<file path="config.mk">
export PLATFORM = sky130hd
export DESIGN_NAME = washer_plant
export DESIGN_NICKNAME = d
export VERILOG_FILES = /design/src/rtl/washer_plant.sv
export SDC_FILE = /design/constraint.sdc
export NUM_CORES = 1
export LEC_CHECK = 0
export CAP_MARGIN = 20
export CORE_MARGIN = 2
export CORE_UTILIZATION = 40
export CTS_CLUSTER_SIZE = 28
export DETAILED_ROUTE_END_ITERATION = 10
export PLACE_DENSITY_LB_ADDON = 0.12
export SYNTH_ARGS = -nofsm -noshare
export SYNTH_HDL_FRONTEND = slang
export SYNTH_SLANG_ARGS = --single-unit
export TNS_END_PERCENT = 50
</file>
<file path="constraint.sdc">
create_clock -name clk -period 3.35 [get_ports clk]
set_clock_uncertainty 0.05 [all_clocks]
set_input_delay 0.5025 -clock clk [delete_from_list [all_inputs] [get_ports clk]]
set_output_delay 0.5025 -clock clk [all_outputs]
set_load 0.01 [all_outputs]
</file>
<file path="src/rtl/washer_plant.sv">
// Washer plant model: water level, wash-phase sequencer, soap/wash/spin timers, misuse flag.
// Latency: every output is a register or a decode of one; effects appear on the edge after the commands.
// Backpressure: none. Commands are sampled on every rising edge.
// Ports: clk, reset (async active-low)
//        door_lock, motor_on, fill_value_on, drain_value_on, soap_wash, water_wash  (controller commands)
//        filled, drained, level[3:0]  (water level and its sensors)
//        detergent_added, cycle_timeout, spin_timeout  (sticky timer flags)
//        phase[2:0], fault  (plant phase and sticky misuse flag)
module washer_plant #(
  parameter int LEVEL_MAX   = 8,
  parameter int DET_CYCLES  = 2,
  parameter int WASH_CYCLES = 4,
  parameter int SPIN_CYCLES = 3
) (
  input  logic       clk,
  input  logic       reset,
  input  logic       door_lock,
  input  logic       motor_on,
  input  logic       fill_value_on,
  input  logic       drain_value_on,
  input  logic       soap_wash,
  input  logic       water_wash,
  output logic       filled,
  output logic       drained,
  output logic       detergent_added,
  output logic       cycle_timeout,
  output logic       spin_timeout,
  output logic [3:0] level,
  output logic [2:0] phase,
  output logic       fault
);

  localparam logic [2:0] IDLE     = 3'd0;
  localparam logic [2:0] FILL     = 3'd1;
  localparam logic [2:0] WASH     = 3'd2;
  localparam logic [2:0] DRAIN    = 3'd3;
  localparam logic [2:0] SPIN     = 3'd4;
  localparam logic [2:0] COMPLETE = 3'd5;

  localparam logic [3:0] LVL_FULL  = 4'(LEVEL_MAX);
  localparam logic [3:0] DET_TERM  = 4'(DET_CYCLES);
  localparam logic [3:0] WASH_TERM = 4'(WASH_CYCLES);
  localparam logic [3:0] SPIN_TERM = 4'(SPIN_CYCLES);

  logic [2:0] phase_nxt;
  logic       enter_idle;
  logic [3:0] det_cnt;
  logic [3:0] wash_cnt;
  logic [3:0] spin_cnt;

  // water_wash is a mode indication the plant only observes.
  logic unused_water_wash;
  assign unused_water_wash = water_wash;

  assign filled  = (level == LVL_FULL);
  assign drained = (level == 4'd0);

  // Water level: fill needs the door locked, drain does not; opposing
  // valves cancel out.
  always_ff @(posedge clk or negedge reset) begin
    if (!reset) begin
      level <= 4'd0;
    end else if (fill_value_on && !drain_value_on && door_lock) begin
      if (level != LVL_FULL) level <= level + 4'd1;
    end else if (drain_value_on && !fill_value_on) begin
      if (level != 4'd0) level <= level - 4'd1;
    end
  end

  // Phase sequencer. Unlocking the door in any active phase aborts to IDLE
  // ahead of the normal transition.
  always_comb begin
    phase_nxt = phase;
    case (phase)
      IDLE:     if (door_lock && fill_value_on) phase_nxt = FILL;
      FILL:     if (!door_lock) phase_nxt = IDLE;
                else if (filled && motor_on) phase_nxt = WASH;
      WASH:     if (!door_lock) phase_nxt = IDLE;
                else if (drain_value_on) phase_nxt = DRAIN;
      DRAIN:    if (!door_lock) phase_nxt = IDLE;
                else if (drained && motor_on) phase_nxt = SPIN;
      SPIN:     if (!door_lock) phase_nxt = IDLE;
                else if (spin_timeout) phase_nxt = COMPLETE;
      COMPLETE: if (!door_lock) phase_nxt = IDLE;
      default:  phase_nxt = IDLE;
    endcase
  end

  // Counters and flags are wiped on every arrival in IDLE (normal or abort).
  assign enter_idle = (phase_nxt == IDLE) && (phase != IDLE);

  always_ff @(posedge clk or negedge reset) begin
    if (!reset) begin
      phase <= IDLE;
    end else begin
      phase <= phase_nxt;
    end
  end

  // Timers count the qualifying edges of the current phase and saturate at
  // their terminal value; each flag rises on the edge the terminal is reached.
  always_ff @(posedge clk or negedge reset) begin
    if (!reset) begin
      det_cnt         <= 4'd0;
      wash_cnt        <= 4'd0;
      spin_cnt        <= 4'd0;
      detergent_added <= 1'b0;
      cycle_timeout   <= 1'b0;
      spin_timeout    <= 1'b0;
    end else if (enter_idle) begin
      det_cnt         <= 4'd0;
      wash_cnt        <= 4'd0;
      spin_cnt        <= 4'd0;
      detergent_added <= 1'b0;
      cycle_timeout   <= 1'b0;
      spin_timeout    <= 1'b0;
    end else begin
      if (phase == WASH && soap_wash && det_cnt != DET_TERM) begin
        det_cnt <= det_cnt + 4'd1;
        if (det_cnt + 4'd1 == DET_TERM) detergent_added <= 1'b1;
      end
      if (phase == WASH && motor_on && !drain_value_on && wash_cnt != WASH_TERM) begin
        wash_cnt <= wash_cnt + 4'd1;
        if (wash_cnt + 4'd1 == WASH_TERM) cycle_timeout <= 1'b1;
      end
      if (phase == SPIN && motor_on && drain_value_on && spin_cnt != SPIN_TERM) begin
        spin_cnt <= spin_cnt + 4'd1;
        if (spin_cnt + 4'd1 == SPIN_TERM) spin_timeout <= 1'b1;
      end
    end
  end

  // Misuse: running the motor or filling with the door unlocked. Sticky
  // until reset and purely informational; the sequencer ignores it.
  always_ff @(posedge clk or negedge reset) begin
    if (!reset) begin
      fault <= 1'b0;
    end else if (!door_lock && (motor_on || fill_value_on)) begin
      fault <= 1'b1;
    end
  end

endmodule
</file>
## Word-level counts from Yosys, hierarchy flattened

Cells that the tools add are included.

- Flip-flop bits (word level): 23
- Logic and storage cells: 95
- Bits in latches: 0
- Bits of input ports: 8
- Memories kept: 0
- Memory bits (read-only): 0
- Memory bits (writable): 0
- Output and inout bits: 13

- Add/sub/neg operators: 5
- $lt $le $gt $ge: 0
- Shift-type cells: 0
- Mux-type cells: 30
- Bitwise gates (word level): 0
- Reduce and logical (&&, ||, !) cells: 37
- Multipliers: 0
- Eq/ne operators: 14
- Divide/modulo/power cells: 0

Operators with widths:

| cell | number |
|---|---|
| 2-to-1 mux 4 bit | 10 |
| 2-to-1 mux 3 bit | 10 |
| one-hot mux 3 bit (6 select lines) | 1 |
| adder 4 x 1 -> 4 bit (second input constant) | 4 |
| logical AND 1 bit | 16 |
| nonzero test 2 bit | 8 |
| 2-to-1 mux 1 bit | 9 |
| == test 4 x 2 -> 1 bit (second input constant) | 2 |
| inequality test 4 x 2 -> 1 bit (second input constant) | 2 |
| == test 3 x 2 -> 1 bit (second input constant) | 2 |
| == test 3 bit (second input constant) | 2 |
| logical NOT 3 bit | 2 |
| AND reduction 2 bit | 3 |
| == test 4 x 3 -> 1 bit (second input constant) | 1 |
| == test 4 bit (second input constant) | 1 |
| logical NOT 4 bit | 1 |
| inequality test 4 x 3 -> 1 bit (second input constant) | 1 |
| inequality test 4 bit (second input constant) | 1 |
| nonzero test 4 bit | 1 |
| subtractor 4 x 1 -> 4 bit (second input constant) | 1 |
| == test 3 x 1 -> 1 bit (second input constant) | 1 |
| logical NOT 1 bit | 3 |
| AND reduction 3 bit | 1 |
| nonzero test 3 bit | 1 |
| 2 further kinds | 2 |

## Longest topological paths before layout

Gate-level depths: netlist of the first run.

- Depth after elaboration: 9
- Mapped depth: 7
- Mapped depth without buffers: 6

## Worst setup path before layout of the first run

Ideal clock, no wire load.

- Kind: input to register
- Start: input drain_value_on
- End: register level[3]
- Data arrival time: 1.893 ns
- Setup time: 0.126 ns
- Slack: 1.281 ns
- Stages on the path: 6
- Buffers on the path: 0
- Required time: 3.174 ns
- Cell sequence: nand3b_1 > ha_1 > a21o_1 > a21oi_1 > nor2_1 > o32a_1

- Longest elaborated chain between the ends: 5
- Elaborated cells between the ends (all ways): 9
- Classes of those cells: 1 x eq/ne; 1 x mux; 7 x reduce/logical

RTL lines:

| element | line | source |
|---|---|---|
| from (decl) | 20 | `input logic drain_value_on,` |
| logical NOT 1 bit | 63 | `end else if (fill_value_on && !drain_value_on && door_lock) begin` |
| logical AND 1 bit (2 in a row) | 63 |  |
| inequality test 2 x 1 -> 1 bit (no line) / nonzero test 2 bit (equally long branches) | n/a |  |
| AND reduction 3 bit (no line) | n/a |  |
| to (signal assigned) | 64 | `if (level != LVL_FULL) level <= level + 4'd1;` |
| to (signal assigned) | 66 | `if (level != 4'd0) level <= level - 4'd1;` |
| to (decl) | 28 | `output logic [3:0] level,` |

Several ways; a longest one is shown, not always the timed one.
A chain may end at the register's enable or synchronous reset.

## Worst setup path in the final report of the first run

Same ends and word-level chain as after synthesis.

==> impl_metrics.py, run 1 <==
metrics = {
    "outcome": {
        "status": "finished clean",
    },
    "global_routing": {
        "antenna_found_initial": 0,
        "grt_max_degree": 24,
        "grt_pass1_vias": 1183,
        "gr-total-overflow": 0,
        "grtUsageTotal_pct": 15.8,
        "grt_first_pass_wirelength_um": 5430,
    },
    "pwr": {
        "share_comb_of_total_power_pct": 31.1,
        "seqPwrFrac_pct": 47.3,
        "p_per_area_nw_per_um2": 431,
        "switching_power_uw": 284,
        "intPower_uw": 517,
        "swShare_pct": 35.4,
        "cellLeakagePower_nw": 0.774,
        "vdd_drop_max_uv": 343,
        "power_frac_clock_pct": 21.7,
    },
    "layout": {
        "syn2layout_area_growth_pct": 16.5,
        "final_cell_area_um2": 1860,
        "seq_area_um2": 576,
        "nets": 192,
        "drive_gt1_share_pct": 15.7,
        "antenna_cells": 0,
        "final_core_util_pct": 49.7,
        "fillers": 356,
        "multi_input_area_um2": 946,
    },
    "detailed_routing": {
        "drt-total-wl_um": 3120,
        "drt-initial-drc-count": 55,
        "drtPass1Iterations": 5,
        "avgViaCountPerCell": 5.45,
        "drc_errors": 0,
        "ant_nets": 0,
        "routedWlPerCell_um": 14.2,
        "vias": 1198,
    },
    "clock_tree": {
        "cts_tree": "done",
        "path_clk_slew_ns": 0.09,
        "h-tree-depth": 1,
        "clk_latency_ns": 0.27,
        "clk_path_buf_depth": 2,
        "numCtsBuffers": 3,
        "clock-sinks": 23,
        "postCtsSetupBuffers": 0,
        "cts_root_buffer": "clkbuf_8",
        "cts-resized-gates": 0,
        "postCtsHoldBufs": 0,
    },
    "synthesis": {
        "ys_ff_latch": 23,
        "synthMuxAreaShare_pct": 3.92,
        "synthCells": 153,
        "yosysMostFrequentCell": "dfrtp_1",
        "synth_fa_ha_area_share_pct": 9.10,
        "synth_edf_count": 0,
        "synth_cell_types": 48,
        "synth_top_family_by_area": "simple AND/OR/NAND/NOR gates",
        "synthXorXnorAreaFrac_pct": 6.59,
        "syn_avg_cell_area_um2": 10.4,
        "synthSimpleGateAreaFrac_pct": 20.1,
        "synth_ff_type": "dfrtp_1",
        "seq_area_frac_synth_pct": 36.1,
        "syn-cell-area_um2": 1600,
        "synth_commonest_cells": "dfrtp_1 (23), a21oi_1 (10), ha_1 (10)",
        "synth_compound_area_share_pct": 19.6,
        "synth_nets": 172,
        "async_reset_ff_share_pct": 100,
        "yosysTopAreaCellShare_pct": 36.1,
        "synth_area_leaders": "dfrtp_1 (36%), ha_1 (7.8%), a21oi_2 (4.4%)",
        "synth_top_area_cell": "dfrtp_1",
        "yosysWarnings": 0,
    },
    "sta": {
        "slew_headroom_pct": 52.5,
        "final.min_clock_period_ns": 2.58,
        "rsz0062_at_grt": "false",
        "finalSetupTns_ns": 0,
        "period_share_pct": 76.9,
        "hold_viol": 0,
        "setup_ws_ns": 0.775,
        "worst-slew-pin-transition_ns": 0.713,
        "finalSetupViolations": 0,
        "finalMaxSlewViolations": 0,
        "fmax_mhz": 388,
    },
    "worst_hold_path": {
        "hold_class": "reg -> reg",
    },
    "critical_path": {
        "path_max_fanout": 8,
        "rrSetupSlack_ns": 1.22,
        "worstSetupPathType": "in -> reg",
        "end_kind": "register",
        "critPathLaunchType": "primary input",
        "cp.arrival_ns": 2.68,
        "crit_required_ns": 3.45,
    },
    "die": {
        "initial_core_util_pct": 42.6,
        "floorplan.die_area_um2": 4510,
        "die_h_um": 67.2,
        "ios": 21,
        "row_count": 22,
        "die_w_um": 67.2,
        "core_um2": 3740,
    },
    "place": {
        "dp_hpwl_um": 2200,
        "place_ws_ns": 0.470,
        "place_congestion": 0.814,
        "placed_area_um2": 1810,
        "port-buffer-count": 19,
    },
    "flow_run": {
        "maxCapViolCount": 0,
    },
}
==> kinds of logic (layout without fill, tap and decap cells) <==
logic type	Yosys count	after routing
multiplexers	6	6
buffers and inverters	14	33
AND/OR/NAND/NOR	48	48
AO/OA/AOI/OAI	39	39
XOR/XNOR	12	12
adder cells (fa/ha/maj)	11	11
flip-flops	23	23
==> stage by stage <==
| stage | std cells | hold WS (ns) | total power [mW] |
|---|---|---|---|
| after floorplan | 153 | 0.157 | 0.540 |
| after global placement | 216 | 0.408 | 0.628 |
| after detailed placement | 216 | 0.431 | 0.635 |
| after CTS | 220 | 0.456 | 0.813 |
| after global routing | 220 | 0.467 | 0.856 |
| final | 220 | 0.447 | 0.801 |
==> layout make-up <==
class	count	area share, %
clock buffers	3	2.22
well taps	48	3.23
clock inverters	1	0.269
inverters	9	1.82
multi-input cells	116	50.9
repair buffers	20	10.6
flip-flops and latches	23	31.0
==> sequential cells by signal, indices dropped and copies added (netlist names), 3 cells and up <==
register and cells:
spin_cnt 4, phase 3, wash_cnt 4, level 4
det_cnt 4
==> layout by cell type, fill, tap and decap left out, types with 3 or more instances in the layout <==
cell type         n
clkbuf_8          3
xnor2_1           5
nor2b_1           7
xor2_1            7
nor2_1            7
mux2i_1           4
nand3_1           5
clkdlybuf4s50_1  19
and3_1            6
inv_1             9
nand2_1           5
a21oi_1          10
nand4_1           3
dfrtp_1          23
a31oi_1           3
a21oi_2           8
ha_1             10
==> power groups by stage <==
stage | Combinational, mW | Clock [mW] | Sequential [mW]
after floorplan | 0.171 | 0 | 0.369
after detailed placement | 0.250 | 0 | 0.385
after CTS | 0.251 | 0.183 | 0.379
after global routing | 0.272 | 0.197 | 0.386
final | 0.249 | 0.173 | 0.378
after global placement | 0.245 | 0 | 0.383
==> routing by layer <==
metal	vias to the layer above	global-route usage, %	wire, um
li1	590	-	-
met1	589	19.4	1500
met2	15	27.6	1470
met3	4	3.83	104
met4	0	4.34	34
met5	-	0	0
==> critical path: stages <==
cell             delay, ns
clkdlybuf4s50_1       0.54
nand3b_1              0.42
ha_1                  0.38
a21o_1                0.17
a21oi_1               0.25
nor2_1                0.07
o32a_1                0.33
==> path summary, 6_finish.rpt <==
check                               startpoint         endpoint  cells past startpoint
worst max-delay path            drain_value_on         level[3]                      7
worst min-delay path                     fault            fault                      1
worst min register to register           fault            fault                      1
max in group asynchronous                reset  detergent_added                      2
min in group asynchronous                reset            fault                      2
worst max register to register        level[0]      spin_cnt[1]                      4
Power figures use the tool's default switching activity.
==> run 2, diff against run 1 <==
clock period = 2.1 ns   (was 3.35 ns; I/O delays follow)
==> run 2 against run 1 <==
Compared with the run above: flip-flop and latch count is the same; clock power grew 65%; utilization is 2.6 points higher; critical endpoint is now filled; final area grew 5.2%; wire length grew 3.0%; largest cell class unchanged; sequential power increased by 62%; largest power group unchanged; die area did not move.
==> impl_metrics.py, run 2 (synthesis gave the netlist of run 1 again) <==
metrics = {
    "outcome": {
        "status": "finished clean",
    },
    "die": {
        "die_h_um": 67.2,
        "core_um2": 3740,
        "floorplan.die_area_um2": 4510,
        "ios": 21,
        "initial_core_util_pct": 42.6,
        "row_count": 22,
        "die_w_um": 67.2,
    },
    "detailed_routing": {
        "avgViaCountPerCell": 5.39,
        "drt-total-wl_um": 3210,
        "drtPass1Iterations": 4,
        "routedWlPerCell_um": 13.8,
        "drt-initial-drc-count": 95,
        "drc_errors": 0,
        "ant_nets": 0,
        "vias": 1251,
    },
    "clock_tree": {
        "h-tree-depth": 1,
        "clk_latency_ns": 0.27,
        "numCtsBuffers": 3,
        "cts_root_buffer": "clkbuf_8",
        "clock-sinks": 23,
        "clk_path_buf_depth": 2,
        "path_clk_slew_ns": 0.09,
        "cts_tree": "done",
        "postCtsSetupBuffers": 0,
        "postCtsHoldBufs": 0,
        "cts-resized-gates": 3,
    },
    "global_routing": {
        "grt_max_degree": 24,
        "antenna_found_initial": 0,
        "grt_first_pass_wirelength_um": 5380,
        "gr-total-overflow": 0,
        "grtUsageTotal_pct": 15.8,
        "grt_pass1_vias": 1168,
    },
    "layout": {
        "fin_cells": 232,
        "fillers": 360,
        "nets": 204,
        "antenna_cells": 0,
        "layout_common_cells": "dfrtp_1 (20), clkdlybuf4s50_1 (18), buf_4 (13)",
        "layout_commonest_cell": "dfrtp_1",
        "drive_gt1_share_pct": 22.8,
        "syn2layout_area_growth_pct": 22.6,
    },
    "place": {
        "dp_hpwl_um": 2380,
        "port-buffer-count": 19,
        "place_ws_ns": -0.107,
        "dp.cells": 228,
        "place_congestion": 0.857,
    },
    "sta": {
        "slew_headroom_pct": 67.7,
        "worst_hold_slack_ns": 0.352,
        "hold_viol": 0,
        "worst-slew-pin-transition_ns": 0.476,
        "finalSetupViolations": 0,
        "finalMaxSlewViolations": 0,
        "rsz0062_at_grt": "false",
        "final.min_clock_period_ns": 2.04,
        "fmax_mhz": 490,
        "period_share_pct": 97.1,
        "setup_ws_ns": 0.0607,
    },
    "flow_run": {
        "maxCapViolCount": 0,
    },
    "critical_path": {
        "path_max_fanout": 7,
        "critPathLaunchType": "register",
        "end_kind": "output port",
        "crit_required_ns": 1.74,
        "cp.arrival_ns": 1.67,
        "worstSetupPathType": "reg -> out",
    },
    "pwr": {
        "power_mw": 1.34,
        "p_per_area_nw_per_um2": 684,
        "vdd_drop_max_uv": 577,
        "cellLeakagePower_nw": 0.845,
    },
    "worst_hold_path": {
        "hold_class": "in -> async",
    },
}
==> run 2: cell types whose count changed in the layout (fill, tap and decap cells not counted) <==
| cell | previous run | this run |
|---|---|---|
| buf_4 | 1 | 13 |
| dlymetal6s2s_1 | 0 | 1 |
| dfrtp_1 | 23 | 20 |
| dfrtp_2 | 0 | 3 |
| clkdlybuf4s50_1 | 19 | 18 |
==> run 2: metal layers <==
layer / global-route usage [%] / up-vias / share of wire (%)
met5: 0 / - / 0
met3: 2.50 / 7 / 2.9
met1: 21.5 / 607 / 49
met2: 25.0 / 18 / 47
li1: - / 619 / -
met4: 6.12 / 0 / 1.7
==> run 2: report_power, final <==
group	total (mW)	internal, mW	switching (mW)
combinational	0.439	0.250	0.189
clock	0.285	0.133	0.153
sequential	0.612	0.486	0.126
total	1.34	0.869	0.468
==> run 2: area by class of cell <==
type / instances / area, um^2 / area share, %
flip-flops and latches: 23 / 579 / 29.6
repair buffers: 32 / 290 / 14.8
inverters: 9 / 33.8 / 1.73
clock buffers: 3 / 41.3 / 2.11
multi-input cells: 116 / 946 / 48.4
clock inverters: 1 / 5.00 / 0.256
well taps: 48 / 60.1 / 3.07
==> run 2: worst paths after layout <==
check / from / cells after the start / endpoint / slack [ns]
max: level[1] / 2 / filled / 0.06
min: reset / 2 / phase[1] / 0.35
max reg2reg: level[1] / 5 / detergent_added / 0.21
min reg2reg: fault / 1 / fault / 0.46
max in group asynchronous: reset / 2 / level[1] / 1.39
min in group clk: fault / 1 / fault / 0.46
==> run 2: through the flow <==
step | area [um^2] | utilization [%] | setup TNS [ns]
2_1_floorplan | 1600 | - | 0
3_3_place_gp | 1900 | 50.8 | -0.0495
3_5_place_dp | 1900 | 50.8 | -0.122
4_1_cts | 1950 | 52.2 | 0
5_1_grt | 1960 | 52.2 | 0
6_report | 1960 | 52.2 | 0
==> run 2: critical path, cell delays in order, from the launching register on <==
cell	delay (ns)
dfrtp_2	0.50
nor4b_4	0.33
clkdlybuf4s50_1	0.58
==> variant: new RTL, settings of run 1 <==
Put a register stage on the output `filled`. The value now appears one clock later. The other outputs are not delayed to match.
--- a/src/rtl/washer_plant.sv
+++ b/src/rtl/washer_plant.sv
@@ -42,6 +42,8 @@
   localparam logic [3:0] WASH_TERM = 4'(WASH_CYCLES);
   localparam logic [3:0] SPIN_TERM = 4'(SPIN_CYCLES);
 
+  logic filled_d;
+
   logic [2:0] phase_nxt;
   logic       enter_idle;
   logic [3:0] det_cnt;
@@ -52,7 +54,7 @@
   logic unused_water_wash;
   assign unused_water_wash = water_wash;
 
-  assign filled  = (level == LVL_FULL);
+  assign filled_d = (level == LVL_FULL);
   assign drained = (level == 4'd0);
 
   // Water level: fill needs the door locked, drain does not; opposing
@@ -74,7 +76,7 @@
     case (phase)
       IDLE:     if (door_lock && fill_value_on) phase_nxt = FILL;
       FILL:     if (!door_lock) phase_nxt = IDLE;
-                else if (filled && motor_on) phase_nxt = WASH;
+                else if (filled_d && motor_on) phase_nxt = WASH;
       WASH:     if (!door_lock) phase_nxt = IDLE;
                 else if (drain_value_on) phase_nxt = DRAIN;
       DRAIN:    if (!door_lock) phase_nxt = IDLE;
@@ -140,4 +142,8 @@
     end
   end
 
+  always_ff @(posedge clk) begin
+    filled <= filled_d;
+  end
+
 endmodule
Check against the original RTL: not equivalent (a bounded check fails within 10 cycles, from zero or initial values and one cycle with reset low).
==> variant against run 1 <==
  * Sequential cell count up 1
  * Worst setup slack improved by 0.0041 ns
  * Final cell count up 1.4%
  * Area after synthesis decreased by 2.7%
  * Register-to-register slack barely moved
  * Hold slack improved by 0.012 ns
  * Total power rose by 8.2%
  * Design area is 0.40% higher
  * Sequential share of layout area increased by 0.95 points
  * Global-route usage is 1.3 points higher
  * Wire length increased by 4.0%
  * Count of clock-buffer cells in the layout stayed put
==> variant: results (changes against run 1) <==
Layout cell share with drive strength beyond 1 - 9.71% (-6.0 points)
Largest net degree at the start of global routing - 24 (unchanged)
CP startpoint - door_lock
Met1 Wirelength - 1550 um (+2.8%)
Global routing usage on met2 - 28.0% (+0.40 points)
Vias in the first global route - 1,152 (-2.6%)
Netlist cell types - 47 (-2.1%)
Initial antenna violation count - 0 (unchanged)
DP HPWL - 2320 um (+5.2%)
Status - finished clean
PortBufs - 19 (unchanged)
H-tree levels - 1 (unchanged)
First-pass GRT wire length - 5640 um (+3.8%)
Met2 WL - 1510 um (+2.6%)
Asr flop ratio synth - 95.8% (-4.2 points)
GRT met1 Usage - 22.2% (+2.9 points)
Leak - 0.820 nW (+5.9%)
Initial drt markers - 83 (+51%)
Min-delay src - fault
Top sig layer - met4
Reg clk slew, reported paths - 0.09 ns (about the same)
WL met3 - 143 um (+38%)
CP Max Fanout - 8 (unchanged)
GR Util met3 - 3.75% (-0.085 points)
Syn_nets - 173 (+0.58%)
Clk_lat worst skew - 0.27 ns (about the same)
Routed wire length - 3240 um (+4.0%)
Top cells by count, synth - 23 x dfrtp_1, 18 x a21oi_1, 10 x ha_1
Max-slew headroom - 48.3% (-4.2 points)
Area contributors post-synth - dfrtp_1 37%, ha_1 8.1%, a21oi_1 5.8%
GRT Overall Usage - 17.1% (+1.3 points)
Sequential area share after synthesis - 38.4% (+2.3 points)
DP Worst Slack - 0.499 ns (+0.0291 ns)
Maximum VDD drop - 0.000397 V (+16%)
DR vias - 1,213 (+1.3%)
# Post-CTS Setup Buffers - 0 (unchanged)
CP max stage delay - 0.64 ns (+0.10 ns)
Nets - 195 (+1.6%)
FILL cells - 354 (-0.56%)
Pre-antenna DRT Iters - 4 (-1)
Routability congestion estimate - 0.803 (-1.4%)
R2r startpoint - level[1]
## variant: cell count changes after synthesis, sizes merged, moves of 3 or more
cell	before	now
nor2b	7	2
nand3	5	9
a31oi	3	0
nand2	5	8
## variant: final timing paths
check                                   end  slack, ns  cells after the start
min in group asynchronous          phase[1]       0.53                      2
worst min-delay path                  fault       0.46                      1
worst max-delay path               level[3]       0.78                      7
worst max register to register  spin_cnt[1]       1.22                      4
worst min register to register        fault       0.46                      1
max in group asynchronous       wash_cnt[1]       2.47                      2
## variant: cell type report
cell class                 count  share of cell area, %
clock buffer                   3                   2.21
clock inverter                 1                   1.61
inverter                      10                   2.01
multi-input combinational    116                   48.1
sequential                    24                   31.9
tap                           48                   3.22
timing repair buffer          21                   11.0
## variant: worst register-to-register path: stages, from the launching register on
cell	delay, ns
dfrtp_1	0.51
nor4b_4	0.38
a21oi_1	0.17
o31ai_4	0.66
a22oi_1	0.20
## variant: kinds of logic after synthesis
| logic type | Yosys count | synth area share (%) |
|---|---|---|
| compound gates | 37 | 16.7 |
| flops | 24 | 38.4 |
| fa+ha+maj | 11 | 9.35 |
| buf+inv | 14 | 3.87 |
| xor+xnor | 11 | 6.20 |
| mux | 6 | 3.95 |
| simple gates | 51 | 21.6 |
## variant: metrics by stage
stage | hold WS, ns | area [um2] | power [mW] | util [%] | cells
final | 0.459 | 1870 | 0.866 | 50.6 | 223
after global routing | 0.472 | 1870 | 0.925 | 50.6 | 223
after CTS | 0.464 | 1870 | 0.880 | 50.6 | 223
after detailed placement | 0.437 | 1800 | 0.618 | 48.7 | 219
after global placement | 0.435 | 1800 | 0.606 | 48.7 | 219
after floorplan | 0.157 | 1550 | 0.517 | - | 154
## variant: power breakdown
group          internal, mW  switching [mW]
Sequential            0.315          0.0677
Combinational         0.123           0.104
Clock                 0.160          0.0963
